### config.mk
export PLATFORM = sky130hd
export DESIGN_NAME = vend_credit_fsm
export DESIGN_NICKNAME = d
export VERILOG_FILES = /design/src/rtl/vend_credit_fsm.sv
export SDC_FILE = /design/constraint.sdc
export NUM_CORES = 1
export LEC_CHECK = 0
export CORE_ASPECT_RATIO = 1.5
export CORE_UTILIZATION = 47
export DETAILED_ROUTE_END_ITERATION = 10
export PLACE_DENSITY_LB_ADDON = 0.05
export SETUP_SLACK_MARGIN = 0.02
export SLEW_MARGIN = 30
export SYNTH_ARGS = -nofsm -noshare
export SYNTH_HDL_FRONTEND = slang
export SYNTH_SLANG_ARGS = --single-unit
### constraint.sdc
create_clock -name clock -period 3.3 [get_ports clock]
set_clock_uncertainty 0.1 [all_clocks]
set_input_delay 0.33 -clock clock [delete_from_list [all_inputs] [get_ports clock]]
set_output_delay 0.33 -clock clock [all_outputs]
set_load 0.005 [all_outputs]
### src/rtl/vend_credit_fsm.sv
// Vending credit controller. It takes filtered coin and button levels and
// turns each rising edge into a single event. It accumulates credit, vends
// when the credit covers PRICE, and returns change or a refund. All outputs
// are registered, so a response appears on the clock after the event.
// The parameters must satisfy PRICE <= MAX_CREDIT <= 255.
module vend_credit_fsm #(
   parameter int unsigned PRICE      = 15,
   parameter int unsigned COIN_A     = 5,
   parameter int unsigned COIN_B     = 10,
   parameter int unsigned COIN_C     = 25,
   parameter int unsigned MAX_CREDIT = 95
) (
   input  logic       clock,
   input  logic       reset,
   input  logic       coin_a,
   input  logic       coin_b,
   input  logic       coin_c,
   input  logic       select,
   input  logic       cancel,
   output logic [7:0] credit,
   output logic       dispense,
   output logic       change_valid,
   output logic [7:0] change_value,
   output logic       coin_reject,
   output logic       short_credit
);

   typedef enum logic [1:0] {IDLE, COLLECT, VEND, REFUND} state_t;

   state_t     state, state_next;
   logic [4:0] prev;                 // {cancel, select, coin_c, coin_b, coin_a}
   logic [7:0] credit_next;
   logic       dispense_next;
   logic       change_valid_next;
   logic [7:0] change_value_next;
   logic       coin_reject_next;
   logic       short_credit_next;

   logic       ev_a, ev_b, ev_c, ev_sel, ev_cancel, any_coin, coin_fits;
   logic [8:0] coin_sum, credit_sum;

   // Rising-edge events; a level held high produces exactly one event.
   assign ev_a      = coin_a & ~prev[0];
   assign ev_b      = coin_b & ~prev[1];
   assign ev_c      = coin_c & ~prev[2];
   assign ev_sel    = select & ~prev[3];
   assign ev_cancel = cancel & ~prev[4];
   assign any_coin  = ev_a | ev_b | ev_c;

   // Coins arriving together are summed in 9 bits so the ceiling compare
   // cannot be fooled by an 8-bit wrap-around.
   assign coin_sum   = (ev_a ? 9'(COIN_A) : 9'd0)
                     + (ev_b ? 9'(COIN_B) : 9'd0)
                     + (ev_c ? 9'(COIN_C) : 9'd0);
   assign credit_sum = {1'b0, credit} + coin_sum;
   assign coin_fits  = (credit_sum <= 9'(MAX_CREDIT));

   // Edge history, state and all registered outputs.
   always_ff @(posedge clock or posedge reset) begin
      if (reset) begin
         prev         <= '0;
         state        <= IDLE;
         credit       <= '0;
         dispense     <= 1'b0;
         change_valid <= 1'b0;
         change_value <= '0;
         coin_reject  <= 1'b0;
         short_credit <= 1'b0;
      end else begin
         prev         <= {cancel, select, coin_c, coin_b, coin_a};
         state        <= state_next;
         credit       <= credit_next;
         dispense     <= dispense_next;
         change_valid <= change_valid_next;
         change_value <= change_value_next;
         coin_reject  <= coin_reject_next;
         short_credit <= short_credit_next;
      end
   end

   // Next state and next outputs; pulses default low every cycle.
   always_comb begin
      state_next        = state;
      credit_next       = credit;
      dispense_next     = 1'b0;
      change_valid_next = 1'b0;
      change_value_next = '0;
      coin_reject_next  = 1'b0;
      short_credit_next = 1'b0;
      case (state)
         IDLE: begin
            // Credit is zero here, so any select is short.
            if (ev_sel)
               short_credit_next = 1'b1;
            if (any_coin) begin
               if (coin_fits) begin
                  credit_next = credit_sum[7:0];
                  state_next  = COLLECT;
               end else begin
                  coin_reject_next = 1'b1;
               end
            end
         end
         COLLECT: begin
            if (ev_cancel) begin
               state_next       = REFUND;
               coin_reject_next = any_coin;
            end else if (ev_sel && (credit >= 8'(PRICE))) begin
               state_next       = VEND;
               coin_reject_next = any_coin;
            end else begin
               if (ev_sel)
                  short_credit_next = 1'b1;
               if (any_coin) begin
                  if (coin_fits)
                     credit_next = credit_sum[7:0];
                  else
                     coin_reject_next = 1'b1;
               end
            end
         end
         VEND: begin
            dispense_next    = 1'b1;
            credit_next      = credit - 8'(PRICE);
            state_next       = (credit != 8'(PRICE)) ? REFUND : IDLE;
            coin_reject_next = any_coin;
         end
         REFUND: begin
            change_valid_next = 1'b1;
            change_value_next = credit;
            credit_next       = '0;
            state_next        = IDLE;
            coin_reject_next  = any_coin;
         end
         default: state_next = IDLE;
      endcase
   end

endmodule
==> out/metrics.csv, run 1 <==
metric,value,unit
outcome,"complete, no violations",
worst skew pair latency,270,ps
final wirelength,3700,µm
Routed Antenna Nets,0,
post-synthesis simple-gate area fraction,20.4,%
DRT iter0 DRCs,30,
Worst IR Drop VDD,0.000478,V
PortBufs,26,
Synth cell types,45,
worst slew pin tran,713,ps
Post-Syn Area,0.00156,mm²
share of layout cells above drive strength 1,28.7,%
Power Total,1.78,mW
Syn-to-layout area delta,42.6,%
CP Capture Point,state[0],
full die area,0.00356,mm²
Via density,5.39,
largest net degree at the start of global routing,28,
"Setup violations, final",0,
root buffer cell,clkbuf_8,
Final nets,222,
crit-path most repeated cell,fa_2,
TritonCTS clock tree,yes,
worst r2r dst,state[0],
Max-cap violations,0,
placed cell area,0.00199,mm²
"Seq/Total Area, Yosys",43.3,%
Syn. warnings,0,
core area,0.00316,mm²
beginning of the critical path,prev[0],
CP cell instances,nor2b_4 -> fa_2 -> ha_2 -> inv_1 -> fa_2 -> nand2b_4 -> a21o_1 -> a31oi_1 -> o21ai_1 -> buf_4 -> or4b_1 -> o21a_1 -> o21ai_2,
first-pass GRT wire length,6100,µm
critical path startpoint category,flip-flop,
I/O pin count,27,
Longest Clk Path Bufs,2,
number of global-route vias before repair,1304,
hold depth,1,
final instance area,0.00222,mm²
Tmin final,3070,ps
RSZ-0062 raised after global routing,no,
xor/xnor cell area share of the yosys netlist,3.93,%
Routed WL per cell,15.3,µm
PD cells,799,mW/mm²
FF-to-FF path depth,13,
Initial Util,49.4,%
Die Span Y,72.6,µm
Post-Place Worst Slack,-417,ps
initial antenna violation count,0,
largest stage delay on the critical path,520,ps
R2R Path Start,prev[0],
largest family of logic cells by synthesized area,simple AND/OR/NAND/NOR gates,
fmax,326,MHz
Total GRT Usage,22.5,%
WP data required,3410,ps
"Slew Viols, Final",0,
hold bufs inserted after CTS,0,
Post-Synthesis Cells,156,
H-tree depth,1,
slew margin rel.,52.4,%
period utilisation layout,93.0,%
gpl congestion,0.774,
Syn Nets,175,
Worst setup EP type,flip-flop,
post-synthesis mux area share,1.92,%
drt first pass iters,4,
worst-path maximum fanout,3,
post-route setup slack,232,ps
post-synthesis adder-cell area fraction,10.6,%
Inserted Clock Buffers,3,
"Slowest-stage cell, CP",or4b_1,
Hold Path Class,in2reg,
syn avg cell area,10.0,µm²
number of diodes,0,
Die W,49.0,µm
Core Rows,25,
Pleak,1.04,nW
post-DP HPWL,2660,µm
final hold viol count,0,
Worst-path clk slew,90,ps
gr ovfl total,0,
critical path type,reg2reg,
clock sink count,27,
reg2reg setup slack,230,ps
complex-gate fraction of the synthesized area,15.6,%
Critical Path AT,3170,ps
Vias,1305,
"flops & latches, synth",27,
DRC violations left,0,
cells in the mapped netlist, drive strengths merged:
library cell	count	area, µm²
a2111oi	1	15.0
a211oi	2	15.0
a21o	3	22.5
a21oi	4	20.0
a221o	1	10.0
a311o	2	20.0
a31oi	3	18.8
a41oi	1	8.76
and2	1	6.26
and3	9	57.6
buf	2	10.0
clkbuf	6	22.5
dfrtp	27	676
fa	2	40.0
ha	10	125
inv	9	33.8
mux2i	3	30.0
nand2	7	28.8
nand2b	3	18.8
nand3	5	25.0
nand3b	1	7.51
nand4bb	1	11.3
nor2	14	55.1
nor2b	4	25.0
nor3	6	30.0
nor3b	1	7.51
nor4b	1	8.76
o211ai	1	12.5
o21a	2	15.0
o21ai	7	38.8
o221a	1	11.3
o22a	1	10.0
o22ai	3	18.8
o31ai	1	7.51
or2b	1	7.51
or4	2	18.8
or4b	1	10.0
xnor2	4	35.0
xor2	3	26.3
where the power goes:
part / internal (mW) / total (mW) / switching [mW]
clock network: 0.0847 / 0.186 / 0.102
registers: 0.415 / 0.546 / 0.131
logic: 0.569 / 1.04 / 0.476
per-layer routing:
| layer | vias up | GRT usage [%] | share of wire, % |
|---|---|---|---|
| li1 | 646 | - | - |
| met1 | 615 | 27.6 | 42 |
| met2 | 32 | 39.7 | 53 |
| met3 | 12 | 1.89 | 2.1 |
| met4 | 0 | 11.1 | 2.5 |
| met5 | - | 0 | 0 |
how the worst min path moves through the flow:
stage                     startpoint         endpoint  slack (ps)
after global placement       prev[3]     short_credit         440
final                         coin_b          prev[1]          90
after global routing          coin_a          prev[0]         100
after detailed placement     prev[3]     short_credit         460
after CTS                      reset  change_value[1]         350
after floorplan               coin_a          prev[0]         260
kinds of logic (layout without fill, tap and decap cells):
group	count (synthesis)	count (layout)
buffers and inverters	17	63
adders and majority gates	12	12
AOI/OAI and AO/OA	33	33
and+or+nand+nor	57	57
DFF	27	27
xor gates and xnor gates	7	7
muxes	3	3
worst max-delay path: cells and delay by family, from the launching register on:
kind | cells | cell delay, ps
buffers and inverters | 2 | 210
and+or+nand+nor | 3 | 830
adders and majority gates | 3 | 750
DFF | 1 | 410
AOI/OAI and AO/OA | 5 | 710
cells in the final DEF, fill, tap and decap left out, types with 4 or more instances in the layout:
| cell | n |
|---|---|
| nor2_1 | 10 |
| clkdlybuf4s50_1 | 23 |
| ha_1 | 6 |
| inv_1 | 8 |
| nand2_1 | 6 |
| buf_4 | 23 |
| nand3_1 | 5 |
| xnor2_1 | 4 |
| nor3_1 | 6 |
| dfrtp_1 | 27 |
| and3_1 | 8 |
registers in the layout, indices dropped and copies added, names as in the netlist:
name,cells
change_value,8
credit,8
prev,5
state,2
change_valid,1
coin_reject,1
dispense,1
short_credit,1
through the flow:
step	std cells	setup TNS (ps)	util, %	hold slack (ps)
floorplan	156	0	-	261
global route	242	0	70.4	99.1
finish	242	0	70.4	89.0
CTS	238	0	65.8	345
detailed placement	234	-3480	62.9	465
global placement	234	-2570	62.9	444
area by class of cell:
| class | instances | area, µm² |
|---|---|---|
| fillers | 267 | 935 |
| multi-input cells | 112 | 967 |
| flip-flops and latches | 27 | 676 |
| inverters | 9 | 33.8 |
| well taps | 40 | 50.0 |
| clock inverters | 1 | 5.00 |
| clock buffers | 3 | 41.3 |
| repair buffers | 50 | 452 |
what timing repair did:
| action | in CTS | in global routing |
|---|---|---|
| gates cloned | 0 | 1 |
| setup buffers | 0 | 3 |
| pin swaps | 1 | 8 |
| gates resized for setup | 8 | 24 |
| setup endpoints to repair | 9 | 9 |
Power figures use the tool's default switching activity.
==> run 2, diff against run 1 <==
- SLEW_MARGIN: 30 -> unset
==> out/metrics.csv, run 2 (synthesis gave the netlist of run 1 again) <==
metric,value,unit,change
DRT iter0 DRCs,30,,unchanged
Core Rows,25,,unchanged
full die area,0.00356,mm²,unchanged
"Core Util, Final",70.4,%,unchanged
CP cell instances,nor2b_4 -> fa_2 -> ha_2 -> inv_1 -> fa_2 -> nand2b_4 -> a21o_1 -> a31oi_1 -> o21ai_1 -> buf_4 -> or4b_1 -> o21a_1 -> o21ai_2,,
Syn-to-layout area delta,42.6,%,unchanged
Total GRT Usage,22.5,%,unchanged
first-pass GRT wire length,6100,µm,unchanged
largest net degree at the start of global routing,28,,unchanged
CP Capture Point,state[0],,
Die W,49.0,µm,unchanged
slew margin rel.,33.5,%,-19 points
share of layout cells above drive strength 1,28.2,%,-0.50 points
reg2reg setup slack,230,ps,about the same
number of diodes,0,,unchanged
DRC violations left,0,,unchanged
crit-path most repeated cell,fa_2,,
Routed WL per cell,15.3,µm,unchanged
H-tree depth,1,,unchanged
TritonCTS clock tree,yes,,
Worst-path clk slew,90,ps,about the same
number of global-route vias before repair,1304,,unchanged
Inserted Clock Buffers,3,,unchanged
FF-to-FF path depth,13,,unchanged
Worst setup EP type,flip-flop,,
clock sink count,27,,unchanged
Final nets,222,,unchanged
post-DP HPWL,2660,µm,about the same
drt first pass iters,4,,unchanged
Initial Util,49.4,%,unchanged
final hold viol count,0,,unchanged
"Setup violations, final",0,,unchanged
worst-path maximum fanout,3,,unchanged
"Slew Viols, Final",0,,unchanged
final wirelength,3700,µm,unchanged
core area,0.00316,mm²,unchanged
worst r2r dst,state[0],,
Max-cap violations,0,,unchanged
Vias,1305,,unchanged
most frequent cells in the layout,"dfrtp_1 (27), buf_4 (23), clkdlybuf4s50_1 (23), nor2_1 (10), inv_1 (9)",,
I/O pin count,27,,unchanged
fmax,326,MHz,unchanged
PD cells,799,mW/mm²,about the same
largest stage delay on the critical path,520,ps,about the same
Layout Cells excl Fill,242,,unchanged
"Slowest-stage cell, CP",or4b_1,,
period utilisation layout,93.0,%,unchanged
PortBufs,26,,unchanged
beginning of the critical path,prev[0],,
critical path startpoint category,flip-flop,,
R2R Path Start,prev[0],,
initial antenna violation count,0,,unchanged
Worst IR Drop VDD,0.000478,V,about the same
Die Span Y,72.6,µm,unchanged
Via density,5.39,,unchanged
WP data required,3410,ps,about the same
Critical Path AT,3170,ps,about the same
worst slew pin tran,997,ps,+284 ps
Power Total,1.78,mW,about the same
worst skew pair latency,270,ps,about the same
"most common cell after layout, fill and taps aside",dfrtp_1,,
Routed Antenna Nets,0,,unchanged
Pleak,1.04,nW,+0.10%
Longest Clk Path Bufs,2,,unchanged
Tmin final,3070,ps,unchanged
outcome,"complete, no violations",,
gpl congestion,0.774,,unchanged
gr ovfl total,0,,unchanged
root buffer cell,clkbuf_8,,
biggest regs,"change_value (8), credit (8), prev (5)",,
critical path type,reg2reg,,
Hold Path Class,in2reg,,
RSZ-0062 raised after global routing,no,,
Placed Cells,234,,unchanged
-- run 2: changes by cell type in the layout (fill, tap and decap cells not counted) --
cell | before | now
inv_2 | 1 | 0
inv_1 | 8 | 9
-- run 2: critical path, delay by kind of cell, from the launching register on --
kind	cells	cell delay [ps]
simple gates	3	830
fa+ha+maj	3	750
compound gates	5	710
flops	1	410
buf+inv	2	210
-- run 2: power by group --
| group | switching [mW] | total [mW] | leakage, nW | internal, mW |
|---|---|---|---|---|
| clock | 0.102 | 0.186 | 0.0255 | 0.0847 |
| sequential | 0.131 | 0.546 | 0.350 | 0.415 |
| combinational | 0.475 | 1.04 | 0.661 | 0.569 |
| total | 0.708 | 1.78 | 1.04 | 1.07 |
-- run 2: stage by stage --
step | worst slack (ps) | hold WS, ps | TNS [ps] | instance area, µm²
after floorplan | 175 | 261 | 0 | 1560
after global placement | -318 | 444 | -2570 | 1990
after detailed placement | -417 | 465 | -3480 | 1990
after CTS | 30.4 | 413 | 0 | 2080
after global routing | 79.4 | 99.1 | 0 | 2220
final | 232 | 89.0 | 0 | 2220
-- run 2: worst min path at each step --
stage	from	endpoint	slack (ps)	cells past startpoint
floorplan	coin_a	prev[0]	260	0
global placement	prev[3]	short_credit	440	2
detailed placement	prev[3]	short_credit	460	2
CTS	cancel	prev[4]	410	1
global route	coin_a	prev[0]	100	1
finish	coin_b	prev[1]	90	1
-- run 2: repair_timing --
item | in CTS | in global routing
resized for setup | 8 | 24
setup buffers | 0 | 3
gates cloned | 0 | 1
pin swaps | 1 | 8
setup endpoints to repair | 9 | 9
hold buffers | 0 | 0
-- run 2: layout make-up --
type	instances	area, µm²
Clock inverter	1	5.00
Fill cell	267	935
Sequential cell	27	676
Multi-Input combinational cell	112	967
Clock buffer	3	41.3
Timing Repair Buffer	50	452
Inverter	9	33.8
Tap cell	40	50.0
-- run 2: layer usage --
layer	vias up	part of all wire, %	GRT usage, %
li1	646	-	-
met1	615	42	27.6
met2	32	53	39.7
met3	12	2.1	1.89
met4	0	2.5	11.1
met5	-	0	0
==> run 3, diff against run 2 <==
- GPL_TIMING_DRIVEN: unset -> 0
- SKIP_CTS_REPAIR_TIMING: unset -> 1
==> out/metrics.csv, run 3 (synthesis gave the netlist of run 1 again) <==
metric,value,unit,change
Max-cap violations,0,,unchanged
"Slew Viols, Final",0,,unchanged
Tmin final,3210,ps,+139 ps
Vias,1362,,+4.4%
fmax,312,MHz,-4.3%
first-pass GRT wire length,5890,µm,-3.5%
drt first pass iters,4,,unchanged
DRT iter0 DRCs,44,,+47%
Worst IR Drop VDD,0.000435,V,-9.0%
Pleak,0.964,nW,-7.0%
beginning of the critical path,coin_b,,
WP data required,3410,ps,about the same
startpoint of the worst hold path,coin_c,,
Layout Cells excl Fill,234,,-3.3%
clock sink count,27,,unchanged
most frequent cells in the layout,"dfrtp_1 (27), clkdlybuf4s50_1 (24), nor2_1 (11), inv_1 (9)",,
H-tree depth,1,,unchanged
final wirelength,3830,µm,+3.7%
Worst-path clk slew,90,ps,about the same
Die W,49.0,µm,unchanged
share of layout cells above drive strength 1,20.6,%,-7.6 points
critical path startpoint category,primary input,,
Final nets,214,,-3.6%
full die area,0.00356,mm²,unchanged
TritonCTS clock tree,yes,,
gpl congestion,0.781,,+0.81%
Power Total,1.69,mW,-4.7%
core area,0.00316,mm²,unchanged
worst slew pin tran,992,ps,-4.80 ps
Longest Clk Path Bufs,2,,unchanged
Routed Antenna Nets,0,,unchanged
outcome,"complete, no violations",,
final hold viol count,0,,unchanged
Die Span Y,72.6,µm,unchanged
Inserted Clock Buffers,3,,unchanged
number of diodes,0,,unchanged
worst-path maximum fanout,3,,unchanged
critical path type,in2reg,,
"most common cell after layout, fill and taps aside",dfrtp_1,,
number of global-route vias before repair,1323,,+1.5%
root buffer cell,clkbuf_8,,
Initial Util,49.4,%,unchanged
largest net degree at the start of global routing,28,,unchanged
DRC violations left,0,,unchanged
PortBufs,26,,unchanged
initial antenna violation count,0,,unchanged
Core Rows,25,,unchanged
Routed WL per cell,16.4,µm,+7.2%
PD cells,800,mW/mm²,+0.18%
Worst setup EP type,flip-flop,,
"Setup violations, final",0,,unchanged
biggest regs,"change_value (8), credit (8), prev (5)",,
Total GRT Usage,21.8,%,-0.71 points
slew margin rel.,33.8,%,+0.32 points
post-DP HPWL,2580,µm,-2.9%
Via density,5.82,,+7.9%
Placed Cells,222,,-5.1%
Syn-to-layout area delta,35.7,%,
period utilisation layout,97.2,%,+4.2 points
R2R Path Start,credit[0],,
I/O pin count,27,,unchanged
Hold Path Class,in2reg,,
gr ovfl total,0,,unchanged
Critical Path AT,3310,ps,+140 ps
worst skew pair latency,270,ps,about the same
run 3: worst max-delay path, cell delays in order:
cell             delay, ps
clkdlybuf4s50_1        420
nor2b_4                150
ha_4                   270
ha_4                   130
inv_1                   60
fa_2                   390
nand2b_4               170
a21o_1                 190
a31oi_1                170
o21ai_1                120
buf_4                  160
or4b_1                 510
o21a_1                 140
o21ai_2                110
run 3: worst paths after layout:
check / cells past startpoint / end / slack [ps]
setup / recovery: 14 / state[0] / 90
hold / removal: 1 / prev[2] / 100
setup reg to reg: 12 / state[0] / 110
hold reg to reg: 2 / short_credit / 480
max in group asynchronous: 2 / coin_reject / 2000
min in group asynchronous: 2 / change_value[0] / 490
run 3: area by class of cell:
cell class	instances	area, µm²
buffer	8	38.8
clock buffer	3	41.3
clock inverter	1	5.00
fill	258	1040
inverter	9	33.8
multi-input combinational	112	947
sequential	27	676
tap	40	50.0
timing repair buffer	34	325
run 3: per-stage QoR:
step                setup slack (ps)  TNS (ps)  utilization, %  hold slack [ps]  instance area [µm²]
global placement                -585     -4630            59.2              456                 1870
finish                          92.8         0            67.0             98.3                 2120
detailed placement              -677     -5310            59.2              467                 1870
global route                   -52.2      -145            67.0             95.4                 2120
floorplan                        175         0               -              261                 1560
CTS                             -390     -2800            60.7              407                 1920
run 3: report_power, final:
part / total, mW / switching, mW / internal (mW)
clock: 0.189 / 0.104 / 0.0847
sequential: 0.528 / 0.112 / 0.416
combinational: 0.977 / 0.481 / 0.495
total: 1.69 / 0.698 / 0.996
run 3: layer usage:
| metal | vias up | global-route usage [%] | routed length (µm) |
|---|---|---|---|
| met5 | - | 0 | 0 |
| met4 | 0 | 10.1 | 106 |
| met3 | 11 | 2.31 | 119 |
| met2 | 49 | 42.4 | 2150 |
| met1 | 670 | 23.2 | 1450 |
| li1 | 632 | - | - |
